<file path="config.mk">
export PLATFORM = sky130hd
export DESIGN_NAME = paddle_mover
export DESIGN_NICKNAME = d
export VERILOG_FILES = /design/src/rtl/paddle_pkg.sv /design/src/rtl/btn_sync.sv /design/src/rtl/paddle_mover.sv
export SDC_FILE = /design/constraint.sdc
export NUM_CORES = 1
export LEC_CHECK = 0
export CORE_ASPECT_RATIO = 1.25
export CORE_MARGIN = 3
export CORE_UTILIZATION = 53
export DETAILED_ROUTE_END_ITERATION = 8
export GPL_TIMING_DRIVEN = 0
export PLACE_DENSITY = 0.83
export RECOVER_POWER = 100
export SLEW_MARGIN = 20
export SYNTH_ARGS = -nofsm -noshare
export SYNTH_HDL_FRONTEND = slang
export SYNTH_SLANG_ARGS = --single-unit
</file>
<file path="constraint.sdc">
create_clock -name pixel_clk -period 5.3 [get_ports pixel_clk]
set_clock_uncertainty 0.1 [all_clocks]
set_input_delay 0.53 -clock pixel_clk [delete_from_list [all_inputs] [get_ports pixel_clk]]
set_output_delay 0.53 -clock pixel_clk [all_outputs]
set_load 0.01 [all_outputs]
</file>
<file path="src/rtl/paddle_pkg.sv">
// Shared types for the paddle mover.
//   coord_t      : signed 12-bit screen coordinate (scan position and paddle position)
//   dir_t        : paddle direction / latched request (IDLE, INC, DEC)
//   paddle_dbg_t : internal state exposed for observation
//   btn_request  : maps a pair of synchronised buttons onto a request
package paddle_pkg;

  typedef logic signed [11:0] coord_t;

  typedef enum logic [1:0] {
    IDLE = 2'd0,
    INC  = 2'd1,
    DEC  = 2'd2
  } dir_t;

  typedef struct packed {
    dir_t       state;     // direction applied at the next fsync
    dir_t       req;       // request latched during the current frame
    logic [7:0] speed;     // step size for the next move
    logic [7:0] hold_cnt;  // moving frames since the last speed change
  } paddle_dbg_t;

  // Exactly one button pressed gives a request; both or neither give none.
  function automatic dir_t btn_request(input logic up, input logic down);
    if (up && !down) return INC;
    if (down && !up) return DEC;
    return IDLE;
  endfunction

endpackage

</file>
<file path="src/rtl/btn_sync.sv">
// Two-flop synchroniser for one asynchronous push button.
//   pixel_clk : destination clock
//   rst_n     : asynchronous active-low reset, clears both flops
//   btn       : raw asynchronous button level
//   btn_s     : button level synchronised to pixel_clk
module btn_sync (
  input  logic pixel_clk,
  input  logic rst_n,
  input  logic btn,
  output logic btn_s
);

  logic meta;

  always_ff @(posedge pixel_clk or negedge rst_n) begin
    if (!rst_n) begin
      meta  <= 1'b0;
      btn_s <= 1'b0;
    end else begin
      meta  <= btn;
      btn_s <= meta;
    end
  end

endmodule

</file>
<file path="src/rtl/paddle_mover.sv">
// Paddle that moves along one screen axis under button control, accelerating
// while a direction is held, clamped to the screen, and drawn as a filled
// rectangle.
//   pixel_clk, rst_n : clock, asynchronous active-low reset
//   fsync            : one-cycle frame-start pulse; all movement happens here
//   hpos, vpos       : current scan coordinate (signed)
//   inc, dec         : asynchronous buttons toward higher / lower coordinates
//   pos              : leading coordinate of the paddle on the move axis
//   at_min, at_max   : paddle sits on a clamp limit
//   pixel[0:2]       : B, G, R bytes of the paddle colour while active
//   active           : scan position lies inside the paddle
//   dbg              : direction state, latched request, speed and hold count
module paddle_mover
  import paddle_pkg::*;
#(
  parameter int          HRES         = 1280,
  parameter int          VRES         = 720,
  parameter int          PADDLE_W     = 200,
  parameter int          PADDLE_H     = 20,
  parameter int          AXIS         = 0,
  parameter int          EDGE         = 700,
  parameter int          SPEED_MIN    = 1,
  parameter int          SPEED_MAX    = 8,
  parameter int          ACCEL_FRAMES = 4,
  parameter logic [23:0] COLOR        = 24'hEFE62E
) (
  input  logic        pixel_clk,
  input  logic        rst_n,
  input  logic        fsync,
  input  coord_t      hpos,
  input  coord_t      vpos,
  input  logic        inc,
  input  logic        dec,
  output coord_t      pos,
  output logic        at_min,
  output logic        at_max,
  output logic [7:0]  pixel [0:2],
  output logic        active,
  output paddle_dbg_t dbg
);

  localparam int RES   = (AXIS == 0) ? HRES : VRES;
  localparam int LEN   = (AXIS == 0) ? PADDLE_W : PADDLE_H;
  localparam int CROSS = (AXIS == 0) ? PADDLE_H : PADDLE_W;
  localparam int LIMIT = RES - LEN;

  localparam coord_t     POS_RST = 12'(LIMIT / 2);
  localparam coord_t     POS_LIM = 12'(LIMIT);
  localparam logic [7:0] SPD_MIN = 8'(SPEED_MIN);
  localparam logic [7:0] SPD_MAX = 8'(SPEED_MAX);
  localparam logic [7:0] ACC_N   = 8'(ACCEL_FRAMES);

  logic inc_s, dec_s;

  btn_sync u_sync_inc (.pixel_clk(pixel_clk), .rst_n(rst_n), .btn(inc), .btn_s(inc_s));
  btn_sync u_sync_dec (.pixel_clk(pixel_clk), .rst_n(rst_n), .btn(dec), .btn_s(dec_s));

  dir_t       state, req, prev_dir;
  logic [7:0] speed, hold_cnt;

  // Next-move computation, consumed only on fsync.
  logic              reversal, restart;
  logic [7:0]        base_spd, base_hold, spd_nxt, hold_nxt;
  logic signed [12:0] pos_w, step_w, sum_w, lim_w;
  coord_t            pos_nxt;

  always_comb begin
    reversal  = ((state == INC) && (prev_dir == DEC)) ||
                ((state == DEC) && (prev_dir == INC));
    // Idle frames and direction reversals drop back to the slowest speed,
    // and a reversal makes its first move at that slow speed.
    restart   = (state == IDLE) || reversal;
    base_spd  = restart ? SPD_MIN : speed;
    base_hold = restart ? 8'd0 : hold_cnt;
    pos_w     = {pos[11], pos};
    step_w    = {5'd0, base_spd};
    lim_w     = 13'(LIMIT);
    sum_w     = pos_w;
    pos_nxt   = pos;
    spd_nxt   = base_spd;
    hold_nxt  = base_hold;
    case (state)
      INC: begin
        sum_w   = pos_w + step_w;
        pos_nxt = (sum_w > lim_w) ? POS_LIM : sum_w[11:0];
      end
      DEC: begin
        sum_w   = pos_w - step_w;
        pos_nxt = (sum_w < 0) ? 12'sd0 : sum_w[11:0];
      end
      default: ;
    endcase
    // The speed increment only affects moves after this one.
    if (state != IDLE) begin
      if (base_hold + 8'd1 == ACC_N) begin
        hold_nxt = 8'd0;
        spd_nxt  = (base_spd >= SPD_MAX) ? SPD_MAX : base_spd + 8'd1;
      end else begin
        hold_nxt = base_hold + 8'd1;
      end
    end
  end

  always_ff @(posedge pixel_clk or negedge rst_n) begin
    if (!rst_n) begin
      pos      <= POS_RST;
      state    <= IDLE;
      req      <= IDLE;
      prev_dir <= IDLE;
      speed    <= SPD_MIN;
      hold_cnt <= 8'd0;
      at_min   <= 1'b0;
      at_max   <= 1'b0;
    end else if (fsync) begin
      // Move with the direction loaded last frame, then load this frame's
      // request; a press therefore moves the paddle one frame later.
      pos      <= pos_nxt;
      at_min   <= (pos_nxt == 12'sd0);
      at_max   <= (pos_nxt == POS_LIM);
      speed    <= spd_nxt;
      hold_cnt <= hold_nxt;
      prev_dir <= state;
      state    <= req;
      req      <= IDLE;
    end else if (req == IDLE) begin
      // First unambiguous request of the frame wins and is held.
      req <= btn_request(inc_s, dec_s);
    end
  end

  // Rectangle hit test, inclusive bounds, done in int so nothing wraps.
  coord_t mv, cr;

  always_comb begin
    mv     = (AXIS == 0) ? hpos : vpos;
    cr     = (AXIS == 0) ? vpos : hpos;
    active = (mv >= 0) && (cr >= 0) &&
             (int'(mv) >= int'(pos)) && (int'(mv) <= int'(pos) + LEN - 1) &&
             (int'(cr) >= EDGE) && (int'(cr) <= EDGE + CROSS - 1);
    pixel[2] = active ? COLOR[23:16] : 8'd0;
    pixel[1] = active ? COLOR[15:8]  : 8'd0;
    pixel[0] = active ? COLOR[7:0]   : 8'd0;
  end

  always_comb begin
    dbg.state    = state;
    dbg.req      = req;
    dbg.speed    = speed;
    dbg.hold_cnt = hold_cnt;
  end

endmodule

</file>
==> flow_results.org <==
** Floorplanning
- Initial standard-cell utilization of the core :: 54.6%
- The floorplan step defined a core boundary enclosing 7840 um2.
- The die is ~86 um wide.
- Die Y-Extent :: 106 um
- 88 I/O pins were placed.
- Number of rows created at floorplan :: 36
- The floorplan step defined a die boundary enclosing 9190 um2.

** Placed design
- In this run the tool buffered the top-level ports with 76 buffer cells.
- Summed over all nets, the half-perimeter wirelength after detailed placement is 10300 um.
- Final weighted congestion in routability-driven placement :: roughly 1
- Post-place instance area :: 5210 um2
- Timing analysis after detailed placement gives a worst setup slack of -0.350 ns.

** Setup path
- Worst Reg2Reg Path Length in Cells :: 16
- Crit Path Class :: reg -> out
- At the worst endpoint, the required time is ~4.7 ns.
- STA classifies the critical path startpoint as a flip-flop.
- Worst flop-to-flop path startpoint :: state[1]$_DFFE_PN0P_
- Reg-to-reg endpoint :: at_min$_DFFE_PN0P_
- Arrival time reported for the critical path endpoint :: between 4 and 5 ns
- Flop2flop setup slack :: approximately 0.3 ns
- Maximum net fanout on the critical path :: 7
- Endpoint class of the critical path :: output port

** Cells and area
- Final net count :: 721
- The post-route netlist has between 10 and 15% of its cells at a drive strength greater than 1.
- Summing all non-filler instances in the final layout gives an area of 5520 um2.
- Summing all multi-input logic gate instances after layout gives 2920 um2.
- # fillers :: 639
- Diode insertion count for antenna repair :: 0
- Summing all flip-flop and latch instances after layout gives 1010 um2.
- Layout area overhead :: 29.0%

** Pwr
- Summed over all cells, the static leakage comes to ~2.5 nW.
- Power spread over the standard cell area amounts to 341 nW/um2.
- Across the VDD grid, the largest voltage drop is 0.285 mV.
- Power comes to 0.00188 W.

** STA
- The count of endpoints failing hold in the final timing report came to 0.
- Post-route setup TNS :: 0 ns
- Shortest clock period the worst path allows after layout :: 5.10 ns
- For the pin with the worst max-slew slack, the measured transition is 1.73 ns.
- Setup violations remaining at the end of the flow were counted as 0.
- Hold is met by 0.260 ns.
- Final setup margin :: 0.200 ns
- Static timing analysis puts the maximum clock frequency at 196 MHz.
- Of the available clock period, the critical path in the final layout requires between 90% and 100%.
- Slew Viols, Final :: 31
- Remaining max-slew budget at the tightest pin :: -15.1%

** Run status
- Run status :: finished with violations
- Violated checks :: max-capacitance violations, max-slew violations

** Clock tree
- The later pin in the worst-skew pair is clocked with a latency of 0.31 ns.
- The tree built by TritonCTS fans out to 40 sinks.
- No sink is reached through more buffers than the 2 on the longest clock path.
- Clock root cell :: sky130_fd_sc_hd__clkbuf_8
- Buffers inserted during clock tree synthesis total 5.
- The H-tree was split into 2 levels.
- After clock tree synthesis, the clock-pin slew on the worst setup and hold paths is roughly 0.090 ns.
- CTS tree :: yes

** GRT
- The first global-routing pass estimated 21200 um of wire.
- Global-route total usage across every layer :: 28.6%
- The via count of the first global-routing pass is ~4400.
- The initial antenna violation count is 0.
- Entering global routing, the biggest net connects 31 pins.
- Total global routing overflow :: 0

** Logic synthesis
- Yosys warning total :: 0
- Sequential cell area fraction in the yosys report :: between 20% and 30%
- Count of unique library cells instantiated by Yosys :: 75
- Area of the mapped netlist :: 4280 um2
- Counting flops with a built-in enable in the synthesized netlist gives 0.
- Synthesis produced a netlist whose cell count is 533.
- The average instance in the mapped netlist occupies 8.03 um2.
- The synthesized design contains 40 register bits.
- Primary flip-flop cell chosen by synthesis mapping :: sky130_fd_sc_hd__dfrtp_1
- Asr flop ratio synth :: 100%

** Route
- For this block, the routed nets add up to between 10000 and 15000 um of wire.
- DRC violations left :: 0
- Drt pass-1 iters :: 5
- The final route contains 4451 vias.
- In the routed layout, each cell is associated on average with a via count of 6.01.
- Dividing the detail-routed wire length by the instance count gives 17.9 um.
- Antenna Nets Post-Route :: 0
- After the first detailed-routing iteration, the DRC count stood at roughly 440.

** Min path
- Capture endpoint of the worst hold path :: u_sync_dec.btn_s$_DFF_PN0_
- Hold wc startpoint :: u_sync_dec.meta$_DFF_PN0_
- Depth of the worst hold-timing path :: 0
- The tightest min-delay check is of the reg -> reg type.

** Job
- The tool flagged a number of max-cap violations equal to 1.
[logic make-up (layout without fill, tap and decap cells)]
kind of cell | count (synthesis) | in the layout | share of synthesized area (%)
buffers and inverters | 90 | 195 | 10.1
multiplexers | 4 | 4 | 1.02
XOR/XNOR | 20 | 20 | 4.09
adder cells (fa/ha/maj) | 48 | 48 | 14.4
AO/OA/AOI/OAI | 171 | 171 | 27.9
AND/OR/NAND/NOR | 159 | 159 | 18.8
other | 1 | 8 | 0.0876
flip-flops | 40 | 40 | 23.5
[layout make-up]
class / instances / area share, %
clock inverters: 3 / 0.771
clock buffers: 5 / 1.25
multi-input cells: 410 / 52.9
plain buffers: 47 / 4.94
repair buffers: 97 / 16.7
well taps: 95 / 2.15
inverters: 43 / 2.92
flip-flops and latches: 40 / 18.3
[cells in the final DEF, fill, tap and decap left out, drive strengths merged, types with 8 or more instances in the layout]
master,count
a21oi,33
buf,45
clkbuf,28
clkdlybuf4s50,39
conb,8
dfrtp,35
dlygate4sd3,35
ha,46
inv,41
nand2,51
nand3,12
nor2,35
nor3,8
o21a,10
o21ai,46
o22ai,10
xnor2,17
[registers in the layout, indices dropped and copies added, names as in the netlist]
name,cells
state,2
u_sync_inc.meta,1
hold_cnt,8
u_sync_dec.btn_s,1
pos,12
at_min,1
speed,8
req,2
prev_dir,2
u_sync_inc.btn_s,1
at_max,1
u_sync_dec.meta,1
[worst max-delay path: stages, from the launching register on]
cell,delay [ns]
sky130_fd_sc_hd__dfstp_2,0.59
sky130_fd_sc_hd__inv_1,0.11
sky130_fd_sc_hd__or3_1,0.38
sky130_fd_sc_hd__xnor2_1,0.17
sky130_fd_sc_hd__ha_1,0.27
sky130_fd_sc_hd__and3_1,0.14
sky130_fd_sc_hd__nand3_1,0.12
sky130_fd_sc_hd__nor2_1,0.06
sky130_fd_sc_hd__a211o_1,0.27
sky130_fd_sc_hd__a21o_1,0.18
sky130_fd_sc_hd__a21oi_1,0.13
sky130_fd_sc_hd__o21a_1,0.15
sky130_fd_sc_hd__o21ai_0,0.08
sky130_fd_sc_hd__a211o_1,0.33
sky130_fd_sc_hd__a221oi_4,0.37
sky130_fd_sc_hd__buf_6,0.18
sky130_fd_sc_hd__buf_4,0.10
sky130_fd_sc_hd__clkdlybuf4s50_1,0.53
[power breakdown]
group	switching, W	total, W	internal, W
combinational	0.000691	0.00121	0.000516
sequential	0.0000596	0.000414	0.000354
clock	0.000122	0.000262	0.000140
total	0.000873	0.00188	0.00101
[worst max path at each step]
stage | slack (ns) | cells past startpoint | start | endpoint
finish | 0.20 | 17 | pos[4]$_DFFE_PN1P_ | pixel[9]
global route | -0.01 | 17 | pos[0]$_DFFE_PN0P_ | pixel[6]
CTS | 0.009 | 17 | pos[1]$_DFFE_PN0P_ | pixel[1]
detailed placement | -0.35 | 17 | state[0]$_DFFE_PN0P_ | at_min$_DFFE_PN0P_
global placement | -0.47 | 16 | pos[0]$_DFFE_PN0P_ | pixel[18]
floorplan | 0.34 | 15 | pos[1]$_DFFE_PN0P_ | pixel[0]
[per-layer routing]
metal,global-route usage [%],share of wire (%),up-vias
met1,33.8,41,2094
li1,-,-,2128
met4,12.0,3.4,0
met5,0,0,-
met2,51.0,50,194
met3,3.41,5.9,35
[cell usage after synthesis, types with 4 or more instances]
cell type                  count  share of area [%]
sky130_fd_sc_hd__a22o_1        4               0.82
sky130_fd_sc_hd__buf_4        25                4.4
sky130_fd_sc_hd__o22ai_1      10                1.5
sky130_fd_sc_hd__inv_1        41                3.6
sky130_fd_sc_hd__xnor2_1      17                3.5
sky130_fd_sc_hd__clkbuf_1     20                1.8
sky130_fd_sc_hd__a211oi_1      4               0.70
sky130_fd_sc_hd__nor2_1       35                3.1
sky130_fd_sc_hd__o21a_1       10                1.8
sky130_fd_sc_hd__nor3b_1       5               0.88
sky130_fd_sc_hd__ha_1         46                 13
sky130_fd_sc_hd__a21oi_1      33                3.9
sky130_fd_sc_hd__o21ai_0      45                5.3
sky130_fd_sc_hd__a31oi_1       5               0.73
sky130_fd_sc_hd__dfrtp_1      35                 20
sky130_fd_sc_hd__nand3b_1      5               0.88
sky130_fd_sc_hd__nor3_1        7               0.82
sky130_fd_sc_hd__dfstp_2       5                3.1
sky130_fd_sc_hd__nand2_1      51                4.5
sky130_fd_sc_hd__nand3_1      12                1.4
sky130_fd_sc_hd__a21o_1        7                1.2
sky130_fd_sc_hd__and2_1        7                1.0
sky130_fd_sc_hd__o211ai_1      5               0.88
sky130_fd_sc_hd__nand4_1       4               0.58
sky130_fd_sc_hd__and3_1        5               0.73
sky130_fd_sc_hd__o31ai_1       5               0.88
[per-stage QoR]
step,std cells,utilization (%)
after global routing,740,70.4
after CTS,721,68.1
final,740,70.4
after floorplan,540,-
after detailed placement,713,66.5
after global placement,711,66.2
[what timing repair did]
| action | 4_1_cts | 5_1_grt |
|---|---|---|
| setup endpoints to repair | 10 | 27 |
| buffers inserted | 0 | 17 |
| cloned | 0 | 1 |
| endpoints found under the hold margin | 0 | 1 |
| gates resized for setup | 3 | 13 |
| pin swaps | 0 | 2 |
| hold buffers | 0 | 1 |
Power figures use the tool's default switching activity.
